[config.mk]
export PLATFORM = sky130hd
export DESIGN_NAME = mul_seq_ctrl
export DESIGN_NICKNAME = d
export VERILOG_FILES = /design/src/rtl/mul_seq_ctrl_pkg.sv /design/src/rtl/mul_shift_add_dp.sv /design/src/rtl/mul_seq_ctrl.sv
export SDC_FILE = /design/constraint.sdc
export NUM_CORES = 1
export LEC_CHECK = 0
export ABC_AREA = 1
export BUFFER_PORTS_ARGS = -buffer_cell sky130_fd_sc_hd__buf_2
export CAP_MARGIN = 20
export CORE_MARGIN = 2
export CORE_UTILIZATION = 40
export CTS_CLUSTER_SIZE = 40
export DETAILED_ROUTE_END_ITERATION = 10
export PLACE_DENSITY = 0.68
export SLEW_MARGIN = 20
export SYNTH_ARGS = -nofsm -noshare
export SYNTH_HDL_FRONTEND = slang
export SYNTH_SLANG_ARGS = --single-unit
[constraint.sdc]
create_clock -name clk_i -period 5.3 [get_ports clk_i]
set_input_delay 1.06 -clock clk_i [delete_from_list [all_inputs] [get_ports clk_i]]
set_output_delay 1.06 -clock clk_i [all_outputs]
set_load 0.03 [all_outputs]
[src/rtl/mul_seq_ctrl_pkg.sv]
// Shared definitions for the multi-cycle multiply sequencer: ALU control
// codes, FSM state encoding and a small decode helper.
package mul_seq_ctrl_pkg;

  localparam logic [3:0] ALUCTRL_AND = 4'b0000;
  localparam logic [3:0] ALUCTRL_OR  = 4'b0001;
  localparam logic [3:0] ALUCTRL_ADD = 4'b0010;
  localparam logic [3:0] ALUCTRL_SUB = 4'b0110;
  localparam logic [3:0] ALUCTRL_SLT = 4'b0111;
  localparam logic [3:0] ALUCTRL_MUL = 4'b1100;

  typedef enum logic [1:0] {
    ST_IDLE = 2'd0,
    ST_RUN  = 2'd1,
    ST_DONE = 2'd2
  } state_t;

  function automatic logic is_mul(input logic [3:0] ctrl);
    return (ctrl == ALUCTRL_MUL);
  endfunction

endpackage

[src/rtl/mul_shift_add_dp.sv]
// Shift-add multiply datapath: operand/accumulator/iteration registers with
// load and step controls, reporting early-exit and last-iteration flags.
module mul_shift_add_dp
  import mul_seq_ctrl_pkg::*;
#(
  parameter int DATA_W = 32,
  parameter int CNT_W  = 6
) (
  input  logic              clk,
  input  logic              rst_n,
  input  logic              load,
  input  logic              step,
  input  logic [DATA_W-1:0] src1,
  input  logic [DATA_W-1:0] src2,
  output logic              b_zero,
  output logic              cnt_last,
  output logic [DATA_W-1:0] acc_next
);

  localparam logic [CNT_W-1:0] CNT_LAST = CNT_W'(DATA_W - 1);
  localparam logic [CNT_W-1:0] CNT_ONE  = CNT_W'(1);

  logic [DATA_W-1:0] a_r;
  logic [DATA_W-1:0] b_r;
  logic [DATA_W-1:0] acc_r;
  logic [CNT_W-1:0]  cnt_r;

  // Accumulator value after the current step (wraps modulo 2^DATA_W)
  always_comb begin
    acc_next = acc_r;
    if (b_r[0]) begin
      acc_next = acc_r + a_r;
    end else begin
      acc_next = acc_r;
    end
  end

  // b_zero looks ahead: true when B becomes zero after this step's shift
  assign b_zero   = (b_r[DATA_W-1:1] == {(DATA_W-1){1'b0}});
  assign cnt_last = (cnt_r == CNT_LAST);

  // Operand, accumulator and counter registers
  always_ff @(posedge clk or negedge rst_n) begin
    if (!rst_n) begin
      a_r   <= {DATA_W{1'b0}};
      b_r   <= {DATA_W{1'b0}};
      acc_r <= {DATA_W{1'b0}};
      cnt_r <= {CNT_W{1'b0}};
    end else if (load) begin
      a_r   <= src1;
      b_r   <= src2;
      acc_r <= {DATA_W{1'b0}};
      cnt_r <= {CNT_W{1'b0}};
    end else if (step) begin
      acc_r <= acc_next;
      a_r   <= {a_r[DATA_W-2:0], 1'b0};
      b_r   <= {1'b0, b_r[DATA_W-1:1]};
      cnt_r <= cnt_r + CNT_ONE;
    end else begin
      a_r   <= a_r;
      b_r   <= b_r;
      acc_r <= acc_r;
      cnt_r <= cnt_r;
    end
  end

endmodule

[src/rtl/mul_seq_ctrl.sv]
// Multi-cycle multiply sequencer: accepts ALU multiply requests, stalls the
// CPU while the shift-add datapath iterates, then pulses done with the result.
module mul_seq_ctrl
  import mul_seq_ctrl_pkg::*;
#(
  parameter int DATA_W = 32,
  parameter int CNT_W  = 6
) (
  input  logic              clk_i,
  input  logic              rst_i,
  input  logic              start_i,
  input  logic [3:0]        ctrl_i,
  input  logic [DATA_W-1:0] src1_i,
  input  logic [DATA_W-1:0] src2_i,
  input  logic              flush_i,
  output logic              stall_o,
  output logic              busy_o,
  output logic              done_o,
  output logic [DATA_W-1:0] result_o
);

  state_t            state_r;
  logic              busy_r;
  logic              done_r;
  logic [DATA_W-1:0] result_r;

  logic              accept_s;
  logic              zero_op_s;
  logic              step_s;
  logic              b_zero_s;
  logic              cnt_last_s;
  logic [DATA_W-1:0] acc_next_s;

  assign accept_s  = (state_r == ST_IDLE) && start_i && is_mul(ctrl_i) && !flush_i;
  assign zero_op_s = (src1_i == {DATA_W{1'b0}}) || (src2_i == {DATA_W{1'b0}});
  assign step_s    = (state_r == ST_RUN) && !flush_i;

  // Stall is combinational so the CPU holds the PC in the accept cycle itself
  assign stall_o  = rst_i && !flush_i && (accept_s || (state_r == ST_RUN));
  assign busy_o   = busy_r;
  assign done_o   = done_r;
  assign result_o = result_r;

  mul_shift_add_dp #(
    .DATA_W (DATA_W),
    .CNT_W  (CNT_W)
  ) u_dp (
    .clk      (clk_i),
    .rst_n    (rst_i),
    .load     (accept_s),
    .step     (step_s),
    .src1     (src1_i),
    .src2     (src2_i),
    .b_zero   (b_zero_s),
    .cnt_last (cnt_last_s),
    .acc_next (acc_next_s)
  );

  // Sequencer FSM; busy/done/result are registered on the transition edge
  always_ff @(posedge clk_i or negedge rst_i) begin
    if (!rst_i) begin
      state_r  <= ST_IDLE;
      busy_r   <= 1'b0;
      done_r   <= 1'b0;
      result_r <= {DATA_W{1'b0}};
    end else if (flush_i) begin
      state_r <= ST_IDLE;
      busy_r  <= 1'b0;
      done_r  <= 1'b0;
    end else begin
      case (state_r)
        ST_IDLE: begin
          done_r <= 1'b0;
          if (accept_s && zero_op_s) begin
            state_r  <= ST_DONE;
            busy_r   <= 1'b0;
            done_r   <= 1'b1;
            result_r <= {DATA_W{1'b0}};
          end else if (accept_s) begin
            state_r <= ST_RUN;
            busy_r  <= 1'b1;
          end else begin
            state_r <= ST_IDLE;
            busy_r  <= 1'b0;
          end
        end
        ST_RUN: begin
          if (b_zero_s || cnt_last_s) begin
            state_r  <= ST_DONE;
            busy_r   <= 1'b0;
            done_r   <= 1'b1;
            result_r <= acc_next_s;
          end else begin
            state_r <= ST_RUN;
            busy_r  <= 1'b1;
            done_r  <= 1'b0;
          end
        end
        ST_DONE: begin
          state_r <= ST_IDLE;
          busy_r  <= 1'b0;
          done_r  <= 1'b0;
        end
        default: begin
          state_r <= ST_IDLE;
          busy_r  <= 1'b0;
          done_r  <= 1'b0;
        end
      endcase
    end
  end

endmodule

==> results of run 1 <==
## cells by family (layout without fill, tap and decap cells)
family,Yosys count,count (layout),synth area share [%]
AOI/OAI and AO/OA,106,106,8.20
DFF,136,136,39.4
xor gates and xnor gates,16,16,1.62
and+or+nand+nor,731,731,36.2
buffers and inverters,205,302,9.76
adders and majority gates,33,33,4.87
## registers in the layout, indices dropped and copies added (netlist names)
name,count
u_dp.b_r,32
state_r,1
done_o,1
u_dp.a_r,32
result_o,32
u_dp.acc_r,32
u_dp.cnt_r,6
## final cells by class
class	count	area share, %
Tap cell	275	3.48
Sequential cell	136	34.5
Multi-Input combinational cell	886	44.6
Clock inverter	8	0.773
Clock buffer	21	4.66
Timing Repair Buffer	112	5.93
Inverter	161	6.14
## power by group through the flow
stage / registers, mW / clock network, mW / logic, mW
after floorplan: 1.36 / 0 / 0.975
after global placement: 1.42 / 0 / 1.22
after detailed placement: 1.42 / 0 / 1.25
after CTS: 1.40 / 1.12 / 1.25
after global routing: 1.43 / 1.17 / 1.44
final: 1.41 / 1.10 / 1.26
## worst max path at each step
stage                    from            end  slack, ps  cells after the start
floorplan           ctrl_i[2]        stall_o       2110                      5
finish                flush_i  u_dp.cnt_r[1]       1950                      8
CTS                   flush_i        stall_o       2090                      7
detailed placement    flush_i    u_dp.b_r[3]       1860                      9
global route          flush_i  u_dp.cnt_r[2]       1720                      9
global placement      flush_i    result_o[2]       1590                     10
## critical path: stages
cell	delay, ps
buf_2	130
inv_2	70
nand2_1	60
nor3_2	120
nand2_2	270
nand2_4	510
clkinv_2	870
a32o_1	500
## cells in the mapped netlist, types with 8 or more instances
| master | count |
|---|---|
| o211ai_1 | 32 |
| ha_1 | 32 |
| inv_1 | 155 |
| nand3_1 | 149 |
| nor3_1 | 8 |
| buf_2 | 28 |
| nor2_1 | 50 |
| dfrtp_1 | 136 |
| a21oi_1 | 28 |
| o21ai_0 | 18 |
| nor4_1 | 20 |
| o221ai_1 | 15 |
| or2_2 | 22 |
| clkbuf_1 | 11 |
| xnor2_1 | 13 |
| nand2_1 | 459 |
## layer usage
metal	GRT usage, %	up-vias
met5	0	-
met3	4.25	17
met4	5.79	0
met2	36.0	187
li1	-	4137
met1	30.5	3772
## metrics by stage
step,cell area [µm²],std cells
final,9880,1599
after global placement,9330,1570
after CTS,9870,1599
after global routing,9880,1599
after floorplan,8640,1227
after detailed placement,9340,1570
==> qor.txt, run 1 <==
commonest cells after routing, fill and taps aside -> 458 x nand2_1, 155 x inv_1, 149 x nand3_1
fmax -> 299 MHz
initial antenna violation count -> 0
Tot GR Track Use -> 22.2%
register-to-register setup slack -> 2300 ps
die footprint -> 22800 µm²
flip-flop and latch area -> 3400 µm²
P_sw -> 1.39 mW
Final Core Density -> 46.8%
met3 WL -> 1200 µm
yosys warns -> 0
syn avg cell area -> 7.04 µm²
crit share post-route -> 63.2%
Hold-fix buffers, CTS -> 0
Fin. Hold Viols -> 0
Wirelength per Cell -> 15.1 µm
Die X-Extent -> 151 µm
worst setup slack after layout -> 1950 ps
met2 routed WL -> 11100 µm
Pleak -> 5.30 nW
Sw Ratio -> 36.9%
Max FO, Critical Path -> 58
max-slew violation count -> 0
Clock H-tree levels -> 4
TritonRoute pass-1 iters -> 5
Flop pwr share -> 37.4%
Int Pwr -> 2.38 mW
hold path start -> result_o[6]
gr ovfl total -> 0
largest net degree at the start of global routing -> 83
Place WS -> 1860 ps
clk slew on worst S/H paths -> 60 ps
CTS tree -> built
Rel. slew slack -> 38.9%
FF-to-FF path depth -> 5
worst min-delay path endpoint -> result_o[6]
Post-Route WL -> 24100 µm
area taken by multi-input logic gates -> 4400 µm²
reg2reg start -> done_o
Num CTS Buffers -> 17
Unique masters post-synth -> 39
HP Class -> reg2reg
cell count of the worst hold path -> 2
crit path DAT -> 3650 ps
register area share after synthesis -> 39.4%
number of synthesized register bits -> 136
Worst setup EP type -> register
max_cap viols -> 0
core area -> 21100 µm²
FP Rows -> 53
CTS root buf -> clkbuf_16
share of cells above drive strength 1 -> 13.6%
IO buf count -> 106
commonest non-fill, non-tap cell in the layout -> nand2_1
Final Critical Period -> 3350 ps
RR Endpoint -> u_dp.cnt_r[1]
diodes inserted -> 0
worst slew pin tran -> 915 ps
CP Launch Type -> input port
DR top layer -> met4
cell area after synthesis -> 8640 µm²
Async S/R FF share, synth -> 100%
Top FF cell, synth -> dfrtp_1
first-pass GRT wire length -> 39400 µm
Mapped Cells -> 1227
Setup CP Type -> in2reg
clock sink count -> 136
Vias/cell -> 5.07
Layout fillers -> 2185
pwr dens -> 382 nW/µm²
worst hold margin -> 495 ps
Area growth syn-to-layout -> 14.3%
worst-case clock skew -> 7.46 ps
synth top area cells -> dfrtp_1 39%, nand2_1 20%, nand3_1 8.6%
die height -> 151 µm
starting density of the core -> 41.0%
CTS resizes -> 0
Post-synth EDFFs -> 0
DRT iter0 DRCs -> 618
worst-case clock buffer depth -> 2
worst skew pair latency -> 420 ps
via count -> 8113
Final GP Congestion -> 0.935
RSZ-0062 raised after global routing -> false
Setup Buffers After CTS -> 0
Net count, final -> 1419
Fin Setup TNS -> 0 ps
# DRC -> 0
I/O pins -> 107
biggest area consumer among synthesized cells -> dfrtp_1
CP Data Required Time -> 5600 ps
final setup violation count -> 0
worst vdd ir -> 0.000235 V
syn nets -> 1332
Yosys top cell area share -> 39.4%
overall power -> 3.77 mW
Combinational Power Share -> 33.3%
hpwl dp -> 17700 µm
vias in the first global route -> 7747
status -> finished clean
Final ANT Viol Nets -> 0
clock network fraction of total power -> 29.3%
met1 WL -> 11500 µm
(Power assumes the default switching activity.)
==> inputs of run 2 (changes only) <==
--- a/config.mk
+++ b/config.mk
@@ -12,7 +12,7 @@
 export CORE_UTILIZATION = 40
 export CTS_CLUSTER_SIZE = 40
 export DETAILED_ROUTE_END_ITERATION = 10
-export PLACE_DENSITY = 0.68
+export PLACE_DENSITY = 0.7
 export SLEW_MARGIN = 20
 export SYNTH_ARGS = -nofsm -noshare
 export SYNTH_HDL_FRONTEND = slang
==> constraint.sdc (replaced) <==
create_clock -name clk_i -period 2.7 [get_ports clk_i]
set_input_delay 0.54 -clock clk_i [delete_from_list [all_inputs] [get_ports clk_i]]
set_output_delay 0.54 -clock clk_i [all_outputs]
set_load 0.03 [all_outputs]
==> run 2 against run 1 <==
Die area stayed put. Clock power up 130%. Sequential cell count unchanged. Worst hold slack got worse by 170 ps. First-iteration DRC count shrank 6.8%. Register-to-register slack lost 1900 ps. Non-clock buffer count increased by 6. Critical path type is now reg2reg. Critical endpoint is now result_o[22]. Largest power group unchanged.
==> qor.txt, run 2 (same netlist as run 1, synthesis figures left out) <==
status -> finished clean
Post-Route WL -> 25300 µm
met2 Use GR -> 37.3%
starting density of the core -> 41.0%
I/O pins -> 107
DRT iter0 DRCs -> 576
Die X-Extent -> 151 µm
Post-DP Area -> 9380 µm²
slowest CP cell -> fa_1
IO buf count -> 106
worst min-delay path endpoint -> state_r[0]
Rel. slew slack -> 37.4%
cell count of the worst hold path -> 2
worst-case clock buffer depth -> 2
clock sink count -> 136
Area growth syn-to-layout -> 15.9%
Final GP Congestion -> 0.997
worst hold margin -> 328 ps
Layout fillers -> 2151
CP Launch Type -> register
vias in the first global route -> 8109
Net count, final -> 1425
Worst setup EP type -> register
Tot GR Track Use -> 23.7%
hpwl dp -> 18200 µm
Clock H-tree levels -> 4
# DRC -> 0
clock network fraction of total power -> 32.0%
CTS tree -> built
Setup CP Type -> reg2reg
worst skew pair latency -> 430 ps
Fin. Hold Viols -> 0
die height -> 151 µm
WP buf/inv -> 0
max-slew violation count -> 0
crit path DAT -> 2660 ps
final setup violation count -> 0
CP dominant cell by count -> nand2_1
top cell family by delay on the critical path -> simple AND/OR/NAND/NOR gates
HP Class -> in2reg
Sw Ratio -> 37.0%
register-to-register setup slack -> 350 ps
largest net degree at the start of global routing -> 76
initial antenna violation count -> 0
Final Critical Period -> 2350 ps
crit share post-route -> 87.0%
TritonRoute pass-1 iters -> 5
commonest non-fill, non-tap cell in the layout -> nand2_1
share of cells above drive strength 1 -> 14.2%
clk slew on worst S/H paths -> 60 ps
CP max stage delay -> 440 ps
worst-case clock skew -> 13.0 ps
FF-to-FF path depth -> 14
overall power -> 7.75 mW
RSZ-0062 raised after global routing -> false
flip-flop and latch area -> 3400 µm²
Fin Setup TNS -> 0 ps
max_cap viols -> 0
via count -> 8320
P_sw -> 2.86 mW
worst vdd ir -> 0.000526 V
core area -> 21100 µm²
CTS root buf -> clkbuf_16
Flop pwr share -> 35.7%
GRT met1 Usage -> 33.4%
Pleak -> 5.37 nW
pwr dens -> 774 nW/µm²
Int Pwr -> 4.89 mW
Max FO, Critical Path -> 5
area taken by multi-input logic gates -> 4400 µm²
Combinational Power Share -> 32.3%
die footprint -> 22800 µm²
cells along the critical path -> ha_1 -> fa_1 -> nand3_1 -> nand3_1 -> nand2_1 -> nand2_1 -> nand2_1 -> nand2_2 -> nand2_1 -> nand2_1 -> nand2_1 -> nand3_1 -> nand3_1 -> nand2_1
Vias/cell -> 5.17
CP Data Required Time -> 3010 ps
diodes inserted -> 0
final instance area -> 10000 µm²
commonest cells after routing, fill and taps aside -> 459 x nand2_1, 155 x inv_1, 149 x nand3_1
RR Endpoint -> result_o[22]
reg2reg start -> u_dp.acc_r[0]
hold path start -> flush_i
Num CTS Buffers -> 17
worst slew pin tran -> 939 ps
Wirelength per Cell -> 15.7 µm
first-pass GRT wire length -> 42100 µm
gr ovfl total -> 0
met3 Use GR -> 3.89%
GRT busiest layer -> met2
Final ANT Viol Nets -> 0
fmax -> 426 MHz
FP Rows -> 53
## run 2: changes by cell type in the layout (fill, tap and decap cells not counted), sizes merged
cell | previous run | this run
inv | 159 | 162
buf | 112 | 117
dlygate4sd3 | 0 | 1
clkbuf | 21 | 19
bufinv | 1 | 3
## run 2: how the worst max path moves through the flow
stage / from / end / slack, ps / depth (start not counted)
detailed placement: u_dp.acc_r[0] / result_o[22] / 380 / 14
finish: u_dp.acc_r[0] / result_o[22] / 350 / 14
global route: u_dp.acc_r[0] / result_o[22] / 110 / 14
global placement: u_dp.acc_r[0] / result_o[22] / 430 / 14
floorplan: done_o / stall_o / 540 / 4
CTS: done_o / stall_o / 350 / 5
## run 2: per-layer routing
layer	wire, µm	vias up	part of all wire, %
li1	-	4156	-
met1	11800	3866	47
met2	11600	265	46
met3	1490	33	5.9
met4	432	0	1.7
met5	0	-	0
## run 2: what timing repair did
| action | in CTS | in global routing |
|---|---|---|
| hold endpoints to repair | 23 | 0 |
| hold buffers | 1 | 0 |
| gates resized for setup | 0 | 0 |
| setup endpoints to repair | 0 | 0 |
| setup buffers | 0 | 0 |
## run 2: power groups by stage
stage	clock network (mW)	logic, mW	registers [mW]
final	2.48	2.50	2.77
after global routing	2.58	2.87	2.81
after CTS	2.50	2.49	2.75
after detailed placement	0	2.47	2.78
after global placement	0	2.43	2.77
after floorplan	0	1.91	2.66
## run 2: final cells by class
cell class,count,share of cell area (%)
Inverter,161,6.06
Timing Repair Buffer,118,6.41
Clock buffer,19,4.52
Clock inverter,13,1.66
Sequential cell,136,34.0
Multi-Input combinational cell,886,43.9
Tap cell,275,3.44
## run 2: through the flow
stage / cells / utilization (%) / setup WS, ps
2_1_floorplan: 1227 / - / 537
3_3_place_gp: 1575 / 44.5 / 430
3_5_place_dp: 1575 / 44.5 / 377
4_1_cts: 1608 / 47.5 / 347
5_1_grt: 1608 / 47.5 / 107
6_report: 1608 / 47.5 / 352
